## config.mk

```make
export PLATFORM = sky130hd
export DESIGN_NAME = mcpu_ctrl_fsm
export DESIGN_NICKNAME = d
export VERILOG_FILES = /design/src/rtl/mcpu_pkg.sv /design/src/rtl/mcpu_ctrl_fsm.sv
export SDC_FILE = /design/constraint.sdc
export NUM_CORES = 1
export LEC_CHECK = 0
export BUFFER_PORTS_ARGS = -buffer_cell sky130_fd_sc_hd__buf_2
export CAP_MARGIN = 20
export CORE_MARGIN = 2
export CORE_UTILIZATION = 55
export DETAILED_ROUTE_END_ITERATION = 10
export PLACE_DENSITY_LB_ADDON = 0.12
export SLEW_MARGIN = 20
export SYNTH_ARGS = -nofsm -noshare
export SYNTH_HDL_FRONTEND = slang
export SYNTH_SLANG_ARGS = --single-unit
export TNS_END_PERCENT = 100
```

## constraint.sdc

```tcl
create_clock -name clk -period 3.2 [get_ports clk]
set_input_delay 0.48 -clock clk [delete_from_list [all_inputs] [get_ports clk]]
set_output_delay 0.48 -clock clk [all_outputs]
set_load 0.02 [all_outputs]
```

## src/rtl/mcpu_pkg.sv

```systemverilog
// Shared encodings for the multi-cycle CPU control path.
//   - opcode constants (IR[31:26])
//   - FSM state encodings; the numeric values are visible on the debug port
//   - ALUOp, PCSource, RegDst and MemtoReg select encodings
package mcpu_pkg;

    localparam logic [5:0] OP_R    = 6'b000000;
    localparam logic [5:0] OP_J    = 6'b000010;
    localparam logic [5:0] OP_JAL  = 6'b000011;
    localparam logic [5:0] OP_BEQ  = 6'b000100;
    localparam logic [5:0] OP_BNE  = 6'b000101;
    localparam logic [5:0] OP_ADDI = 6'b001000;
    localparam logic [5:0] OP_SLTI = 6'b001010;
    localparam logic [5:0] OP_ANDI = 6'b001100;
    localparam logic [5:0] OP_ORI  = 6'b001101;
    localparam logic [5:0] OP_LW   = 6'b100011;
    localparam logic [5:0] OP_SW   = 6'b101011;

    typedef enum logic [3:0] {
        S_IF  = 4'd0,
        S_ID  = 4'd1,
        S_MA  = 4'd2,
        S_MRD = 4'd3,
        S_LWB = 4'd4,
        S_MWR = 4'd5,
        S_REX = 4'd6,
        S_RWB = 4'd7,
        S_BR  = 4'd8,
        S_JMP = 4'd9,
        S_IEX = 4'd10,
        S_IWB = 4'd11,
        S_JAL = 4'd12
    } state_t;

    localparam logic [2:0] ALU_ADD   = 3'b000;
    localparam logic [2:0] ALU_SUB   = 3'b001;
    localparam logic [2:0] ALU_FUNCT = 3'b010;
    localparam logic [2:0] ALU_AND   = 3'b011;
    localparam logic [2:0] ALU_OR    = 3'b100;
    localparam logic [2:0] ALU_SLT   = 3'b101;

    localparam logic [1:0] PCS_ALU    = 2'b00;
    localparam logic [1:0] PCS_ALUOUT = 2'b01;
    localparam logic [1:0] PCS_JUMP   = 2'b10;

    localparam logic [1:0] RD_RT  = 2'b00;
    localparam logic [1:0] RD_RD  = 2'b01;
    localparam logic [1:0] RD_R31 = 2'b10;

    localparam logic [1:0] M2R_ALU = 2'b00;
    localparam logic [1:0] M2R_MDR = 2'b01;
    localparam logic [1:0] M2R_PC  = 2'b10;

endpackage

```

## src/rtl/mcpu_ctrl_fsm.sv

```systemverilog
// Main control FSM of the multi-cycle CPU.
// Sequences fetch/decode/execute/memory/writeback and drives the datapath
// register enables, mux selects and memory strobes as Moore decodes of state.
//
// Ports:
//   clk, rst_n        clock, asynchronous active-low reset
//   opcode            IR[31:26]; sampled only in S_ID, S_MA, S_BR, S_IEX
//   zero              ALU zero flag (branch is resolved in the datapath)
//   mem_ready         memory completes the current access this cycle
//   PCWrite..PCSource datapath enables, selects and memory strobes
//   state             current state, for debug
//   illegal_op        one-cycle pulse on an undefined opcode in S_ID
//   mem_err           one-cycle pulse when a memory access times out
//
// Memory handshake: MemRead/MemWrite are held for the whole access; the
// access ends in the first cycle with mem_ready=1, and only that cycle
// asserts the enable that captures the result (IRWrite/PCWrite/MDRWrite) and
// leaves the wait state. If the wait lasts MEM_TIMEOUT cycles the access is
// abandoned: mem_err pulses, no enable fires, and fetch restarts.
module mcpu_ctrl_fsm
    import mcpu_pkg::*;
#(
    parameter logic [7:0] MEM_TIMEOUT = 8'd255
) (
    input  logic       clk,
    input  logic       rst_n,
    input  logic [5:0] opcode,
    input  logic       zero,
    input  logic       mem_ready,
    output logic       PCWrite,
    output logic       PCWriteCond,
    output logic       BranchNE,
    output logic       IorD,
    output logic       MemRead,
    output logic       MemWrite,
    output logic       IRWrite,
    output logic       MDRWrite,
    output logic       RegWrite,
    output logic [1:0] RegDst,
    output logic [1:0] MemtoReg,
    output logic       ALUSrcA,
    output logic [1:0] ALUSrcB,
    output logic [2:0] ALUOp,
    output logic [1:0] PCSource,
    output logic [3:0] state,
    output logic       illegal_op,
    output logic       mem_err
);

    state_t     state_q, state_d;
    logic [7:0] wait_cnt_q, wait_cnt_d;
    logic       in_wait;
    logic       timeout;

    // The branch decision (zero vs BranchNE) is made next to the PC register.
    logic unused_zero;
    assign unused_zero = zero;

    assign state = state_q;

    always_ff @(posedge clk or negedge rst_n) begin
        if (!rst_n) begin
            state_q    <= S_IF;
            wait_cnt_q <= 8'd0;
        end else begin
            state_q    <= state_d;
            wait_cnt_q <= wait_cnt_d;
        end
    end

    always_comb begin
        state_d     = state_q;
        PCWrite     = 1'b0;
        PCWriteCond = 1'b0;
        BranchNE    = 1'b0;
        IorD        = 1'b0;
        MemRead     = 1'b0;
        MemWrite    = 1'b0;
        IRWrite     = 1'b0;
        MDRWrite    = 1'b0;
        RegWrite    = 1'b0;
        RegDst      = RD_RT;
        MemtoReg    = M2R_ALU;
        ALUSrcA     = 1'b0;
        ALUSrcB     = 2'b00;
        ALUOp       = ALU_ADD;
        PCSource    = PCS_ALU;
        illegal_op  = 1'b0;
        mem_err     = 1'b0;

        in_wait = (state_q == S_IF) || (state_q == S_MRD) || (state_q == S_MWR);
        timeout = in_wait && (wait_cnt_q == MEM_TIMEOUT);

        // Counts only stalled cycles; any exit from the wait state clears it.
        wait_cnt_d = 8'd0;
        if (in_wait && !mem_ready && !timeout) begin
            wait_cnt_d = wait_cnt_q + 8'd1;
        end

        case (state_q)
            S_IF: begin
                MemRead = 1'b1;
                ALUSrcB = 2'b01;
                IRWrite = mem_ready;
                PCWrite = mem_ready;
                if (mem_ready) state_d = S_ID;
            end
            S_ID: begin
                ALUSrcB = 2'b11;
                case (opcode)
                    OP_R:                            state_d = S_REX;
                    OP_LW, OP_SW:                    state_d = S_MA;
                    OP_BEQ, OP_BNE:                  state_d = S_BR;
                    OP_J:                            state_d = S_JMP;
                    OP_JAL:                          state_d = S_JAL;
                    OP_ADDI, OP_ANDI, OP_ORI, OP_SLTI: state_d = S_IEX;
                    default: begin
                        state_d    = S_IF;
                        illegal_op = 1'b1;
                    end
                endcase
            end
            S_MA: begin
                ALUSrcA = 1'b1;
                ALUSrcB = 2'b10;
                if (opcode == OP_LW)      state_d = S_MRD;
                else if (opcode == OP_SW) state_d = S_MWR;
                else                      state_d = S_IF;
            end
            S_MRD: begin
                MemRead  = 1'b1;
                IorD     = 1'b1;
                MDRWrite = mem_ready;
                if (mem_ready) state_d = S_LWB;
            end
            S_LWB: begin
                RegWrite = 1'b1;
                MemtoReg = M2R_MDR;
                state_d  = S_IF;
            end
            S_MWR: begin
                MemWrite = 1'b1;
                IorD     = 1'b1;
                if (mem_ready) state_d = S_IF;
            end
            S_REX: begin
                ALUSrcA = 1'b1;
                ALUOp   = ALU_FUNCT;
                state_d = S_RWB;
            end
            S_RWB: begin
                RegWrite = 1'b1;
                RegDst   = RD_RD;
                state_d  = S_IF;
            end
            S_BR: begin
                ALUSrcA     = 1'b1;
                ALUOp       = ALU_SUB;
                PCWriteCond = 1'b1;
                BranchNE    = (opcode == OP_BNE);
                PCSource    = PCS_ALUOUT;
                state_d     = S_IF;
            end
            S_JMP: begin
                PCWrite  = 1'b1;
                PCSource = PCS_JUMP;
                state_d  = S_IF;
            end
            S_IEX: begin
                ALUSrcA = 1'b1;
                ALUSrcB = 2'b10;
                case (opcode)
                    OP_ANDI: ALUOp = ALU_AND;
                    OP_ORI:  ALUOp = ALU_OR;
                    OP_SLTI: ALUOp = ALU_SLT;
                    default: ALUOp = ALU_ADD;
                endcase
                state_d = S_IWB;
            end
            S_IWB: begin
                RegWrite = 1'b1;
                state_d  = S_IF;
            end
            S_JAL: begin
                // PC already holds PC+4 from fetch; r31 and PC update on the same edge.
                RegWrite = 1'b1;
                RegDst   = RD_R31;
                MemtoReg = M2R_PC;
                PCWrite  = 1'b1;
                PCSource = PCS_JUMP;
                state_d  = S_IF;
            end
            default: state_d = S_IF;
        endcase

        if (timeout) begin
            state_d     = S_IF;
            mem_err     = 1'b1;
            PCWrite     = 1'b0;
            PCWriteCond = 1'b0;
            IRWrite     = 1'b0;
            MDRWrite    = 1'b0;
            RegWrite    = 1'b0;
            MemRead     = 1'b0;
            MemWrite    = 1'b0;
        end

        // Reset also silences the decode of S_IF so nothing strobes memory.
        if (!rst_n) begin
            PCWrite     = 1'b0;
            PCWriteCond = 1'b0;
            BranchNE    = 1'b0;
            IorD        = 1'b0;
            MemRead     = 1'b0;
            MemWrite    = 1'b0;
            IRWrite     = 1'b0;
            MDRWrite    = 1'b0;
            RegWrite    = 1'b0;
            RegDst      = 2'b00;
            MemtoReg    = 2'b00;
            ALUSrcA     = 1'b0;
            ALUSrcB     = 2'b00;
            ALUOp       = 3'b000;
            PCSource    = 2'b00;
            illegal_op  = 1'b0;
            mem_err     = 1'b0;
        end
    end

endmodule

```

==> results.json, run 1 <==
{
  "timing.rr.start": "state[0]",
  "rows": 16,
  "leakagePower_uw": 0.0006447,
  "htreeDepth": 1,
  "drt_pass1_iterations": 4,
  "grt-ovfl-total": 0,
  "worst_pin_slew_ps": 688.5,
  "cts_tree": "yes",
  "netlist_instances": 153,
  "dieArea_um2": 2542,
  "antennaDiodeCount": 0,
  "viasPerCell": 5.971,
  "crit_path_start": "state[0]",
  "track_usage_pct": 24.84,
  "avgSynthCellArea_um2": 7.744,
  "yosysUniqueCellTypes": 49,
  "grt_pass1_wl_mm": 4.864,
  "synth.cells.most_frequent": "18 x nor2_1, 12 x dfrtp_1, 11 x nor3_1, 9 x a21oi_1, 9 x nor4_1",
  "synth_seq_cells": 12,
  "ioPinCount": 37,
  "finalSetupTns_ps": 0,
  "clock_sinks": 12,
  "synth_most_common_cell": "nor2_1",
  "p_per_area_nw_per_um2": 501.0,
  "fin_crit_sh_pct": 90.36,
  "crit_type": "flip-flop to primary output",
  "die_x_um": 50.42,
  "worstPathMaxFanout": 20,
  "relSlewSlack_pct": 54.10,
  "cts_resized": 0,
  "async_flop_share_pct": 100.0,
  "slew_viol_final": 0,
  "clock-root-buffer": "clkbuf_4",
  "maxCapViolCount": 0,
  "skew_ps": 10.63,
  "synth_top_area_share_pct": 25.34,
  "initial_core_util_pct": 59.19,
  "power_uw": 692.0,
  "dp_hpwl_mm": 2.186,
  "synth_largest_area_cell": "dfrtp_1",
  "post-cts-setup-buffers": 0,
  "vias": 1248,
  "numCtsBuffers": 3,
  "hold_class": "input port to async pin",
  "grt_antenna_before_repair": 0,
  "hold_buffers": 0,
  "ir_worst_vdd_mv": 0.4045,
  "clock_latency_ps": 280,
  "ys_seq_area_share_pct": 25.34,
  "routed_wl_mm": 3.003,
  "wl_per_cell_um": 14.37,
  "cts_buffer_depth": 2,
  "startpoint_type": "flip-flop",
  "grt_max_degree": 21,
  "ant_nets": 0,
  "max_freq_ghz": 0.3459,
  "synth_ff_type": "dfrtp_1",
  "portBuffers": 35,
  "drive_gt1_share_pct": 26.92,
  "drtIter0Drc": 39,
  "area_growth_pct": 16.58,
  "finalHoldViolCount": 0,
  "synth_nets": 164,
  "status": "completed",
  "drc": 0,
  "synth_edf_count": 0,
  "core_um2": 2002,
  "cp-end-kind": "primary output",
  "synth_area_um2": 1185,
  "gp_congestion": 0.8796,
  "synth_area_leaders": "dfrtp_1 25%, nor2_1 5.7%, nor4_1 4.8%, nor3_1 4.6%, a21oi_1 3.8%",
  "clk_pin_slew_worst_paths_ps": 80,
  "grt_pass1_vias": 1011,
  "dieHeight_um": 50.42,
  "crit_required_ps": 2720,
  "rsz0062_at_grt": "false",
  "min_period_ps": 2891,
  "critPathArrivalTime_ps": 2410,
  "ys_warn_count": 0,
  "setup_viol": 0,
  "final_nets": 194
}
## metrics by stage
| stage | setup slack (ps) | hold WS (ps) | cells | cell area, um^2 | utilization, % |
|---|---|---|---|---|---|
| 2_1_floorplan | 791.8 | 184.4 | 153 | 1185 | - |
| 4_1_cts | 323.9 | 106.7 | 209 | 1381 | 69.00 |
| 5_1_grt | 160.2 | 109.4 | 209 | 1381 | 69.00 |
| 6_report | 308.6 | 102.3 | 209 | 1381 | 69.00 |
| 3_5_place_dp | 632.5 | 409.7 | 205 | 1345 | 67.19 |
| 3_3_place_gp | 683.4 | 403.3 | 205 | 1345 | 67.19 |
## layout make-up
class,instances,area (um^2)
Clock buffer,4,36.28
Fill cell,173,620.6
Inverter,6,22.52
Multi-Input combinational cell,124,805.8
Sequential cell,12,300.3
Tap cell,27,33.78
Timing Repair Buffer,36,182.7
## power by group
part           internal (uW)  switching, uW  total [uW]
logic                    126            211         337
clock network           69.2           52.2         121
registers                170           62.9         233
total                    365            327         692
## placed cells by master, fill, tap and decap left out, drive strengths merged, types with 2 or more instances in the layout
master,n
buf,36
nor2,20
dfrtp,12
nor3,11
nor4,10
a21oi,9
nand2,8
inv,6
nand2b,6
nor2b,5
and3,5
o21ai,5
xnor2,5
nand3,4
xor2,4
clkbuf,4
or2,3
or3,2
a21o,2
nor4b,2
o31a,2
a32oi,2
## state kept, by name, indices dropped and copies added, names as in the netlist
| name | flops |
|---|---|
| wait_cnt_q | 8 |
| state | 4 |
## logic make-up after synthesis
family,share of synthesized area (%)
AND/OR/NAND/NOR,37.70
multiplexers,0.9503
XOR/XNOR,7.286
buffers and inverters,6.652
AO/OA/AOI/OAI,21.02
adder cells (fa/ha/maj),1.056
flip-flops,25.34
## final timing paths
check | to | slack, ps | depth (start not counted)
worst min register to register | wait_cnt_q[0] | 480 | 1
min in group clk | wait_cnt_q[0] | 480 | 1
worst max register to register | state[0] | 1160 | 5
worst min-delay path | wait_cnt_q[4] | 100 | 1
worst max-delay path | PCWrite | 310 | 6
max in group asynchronous | wait_cnt_q[0] | 2820 | 1
## critical path, stage by stage, from the launching register on
cell and delay [ps]:
dfrtp_1 790, xnor2_2 220, a32oi_4 120, nor4_4 560
nor2_2 70, a31o_1 220, buf_2 150
## routing by layer
| metal | routed length [um] | vias up | GRT usage, % |
|---|---|---|---|
| met1 | 1406 | 577 | 36.98 |
| met3 | 212 | 0 | 6.548 |
| met2 | 1384 | 45 | 37.94 |
| li1 | - | 626 | - |
| met5 | 0 | - | 0 |
| met4 | 0 | 0 | 1.351 |
(Power assumes the default switching activity.)
==> run 2: changes to the inputs <==
--- a/config.mk
+++ b/config.mk
@@ -7,6 +7,7 @@
 export LEC_CHECK = 0
 export BUFFER_PORTS_ARGS = -buffer_cell sky130_fd_sc_hd__buf_2
 export CAP_MARGIN = 20
+export CORE_ASPECT_RATIO = 1.5
 export CORE_MARGIN = 2
 export CORE_UTILIZATION = 55
 export DETAILED_ROUTE_END_ITERATION = 10
==> run 2 against run 1 <==
Clock skew is 9.2 ps lower. Worst setup slack improved by 23 ps. Die area is 0.29% higher. Count of clock-buffer cells in the layout down 1. Utilization shrank 2.2 points. Non-clock buffer count shrank 1. Cell count fell by 3.3%. Largest cell class unchanged. Largest power group unchanged. Highest routed layer is now met4.
==> results.json, run 2 (synthesized netlist as in run 1, its figures left out) <==
{
  "portBuffers": 35,
  "ant_nets": 0,
  "p_per_area_nw_per_um2": 480.4,
  "post-place-ws_ps": 629.7,
  "combPwrFrac_pct": 49.9,
  "die_x_um": 41.90,
  "cp-end-kind": "primary output",
  "largest_reg_flops": 8,
  "dieArea_um2": 2549,
  "ir_worst_vdd_mv": 0.3452,
  "viasPerCell": 6.218,
  "fin_ws_ps": 331.3,
  "regMostFlops": "wait_cnt_q",
  "dp_hpwl_mm": 2.307,
  "reg2reg_depth": 4,
  "hold_class": "input port to async pin",
  "slew_viol_final": 0,
  "clk_pin_slew_worst_paths_ps": 60,
  "multi_input_area_um2": 805.8,
  "drc": 0,
  "max_freq_ghz": 0.3486,
  "timing.rr.start": "state[1]",
  "rows": 20,
  "grt_pass1_wl_mm": 4.947,
  "leakagePower_uw": 0.0006321,
  "core_um2": 2027,
  "clock_latency_ps": 260,
  "grt_pass1_vias": 1142,
  "drt_pass1_iterations": 4,
  "p_int_uw": 337.7,
  "fillers": 176,
  "grt_antenna_before_repair": 0,
  "numCtsBuffers": 3,
  "critPathArrivalTime_ps": 2390,
  "r2r_end": "state[1]",
  "initial_core_util_pct": 58.46,
  "crit_required_ps": 2720,
  "htreeDepth": 1,
  "ioPinCount": 37,
  "cts_buffer_depth": 2,
  "pwr-share-seq_pct": 36.9,
  "crit_path_start": "state[1]",
  "stdcell_area_um2": 1354,
  "final_common_cell": "buf_2",
  "relSlewSlack_pct": 55.14,
  "finalHoldViolCount": 0,
  "skew_ps": 1.403,
  "worstPathMaxFanout": 21,
  "drtIter0Drc": 22,
  "grt-ovfl-total": 0,
  "layout_common_cells": "35 x buf_2, 18 x nor2_1, 12 x dfrtp_1",
  "r2r_slack_ps": 1150,
  "power.net_switching_uw": 312.7,
  "dpl_cell_area_um2": 1331,
  "finalSetupTns_ps": 0,
  "rsz0062_at_grt": "false",
  "finalCoreUtilization_pct": 66.79,
  "track_usage_pct": 25.16,
  "post-cts-setup-buffers": 0,
  "startpoint_type": "flip-flop",
  "cts_resized": 0,
  "antennaDiodeCount": 0,
  "gp_congestion": 0.8552,
  "final_nets": 193,
  "routed_wl_mm": 2.993,
  "swShare_pct": 48.08,
  "fin_crit_sh_pct": 89.65,
  "crit_type": "flip-flop to primary output",
  "maxCapViolCount": 0,
  "dieHeight_um": 60.85,
  "hold_ws_ps": 113.1,
  "status": "completed",
  "crit_end": "PCWrite",
  "worst_pin_slew_ps": 673.0,
  "clock-root-buffer": "clkbuf_4",
  "clockPowerShare_pct": 13.2,
  "clock_sinks": 12,
  "wl_per_cell_um": 14.82,
  "area_growth_pct": 14.26,
  "drive_gt1_share_pct": 26.11,
  "cts_tree": "yes",
  "hold_buffers": 0,
  "setup_viol": 0,
  "vias": 1256,
  "regArea_um2": 300.3,
  "min_period_ps": 2869,
  "grt_max_degree": 22
}
## run 2: per-stage QoR
step,std cells,total power [uW]
after floorplan,153,492.0
after global routing,202,706.2
after global placement,199,559.0
final,202,650.4
after CTS,202,656.8
after detailed placement,199,566.4
## run 2: how the worst min path moves through the flow
stage	start	to	slack, ps	cells past startpoint
3_3_place_gp	rst_n	wait_cnt_q[3]	390	1
3_5_place_dp	rst_n	wait_cnt_q[0]	400	1
2_1_floorplan	rst_n	state[0]	180	0
4_1_cts	rst_n	wait_cnt_q[0]	100	1
6_report	rst_n	wait_cnt_q[0]	110	1
5_1_grt	rst_n	state[3]	120	1
## run 2: area by class of cell
class | count | share of cell area, %
clock buffers | 3 | 1.664
inverters | 6 | 1.664
multi-input cells | 124 | 59.52
flip-flops and latches | 12 | 22.18
well taps | 22 | 2.033
repair buffers | 35 | 12.94
## run 2: critical path, cell delays in order, from the launching register on
cell and delay, ps:
dfrtp_1 630, nor2_1 380, a32oi_4 120, nor4_4 550, nor2_2 60, a31o_1 220, buf_2 150
## run 2: routing by layer
layer | up-vias | GRT usage, % | wire, um
li1 | 617 | - | -
met1 | 576 | 28.18 | 1166
met2 | 50 | 45.54 | 1542
met3 | 13 | 2.976 | 167
met4 | 0 | 15.67 | 117
met5 | - | 0 | 0
## run 2: power groups by stage
stage / registers, uW / clock network, uW / logic [uW]
floorplan: 205 / 0 / 287
global placement: 239 / 0 / 320
detailed placement: 242 / 0 / 324
CTS: 239 / 92.4 / 326
global route: 245 / 95.6 / 365
finish: 240 / 85.9 / 325
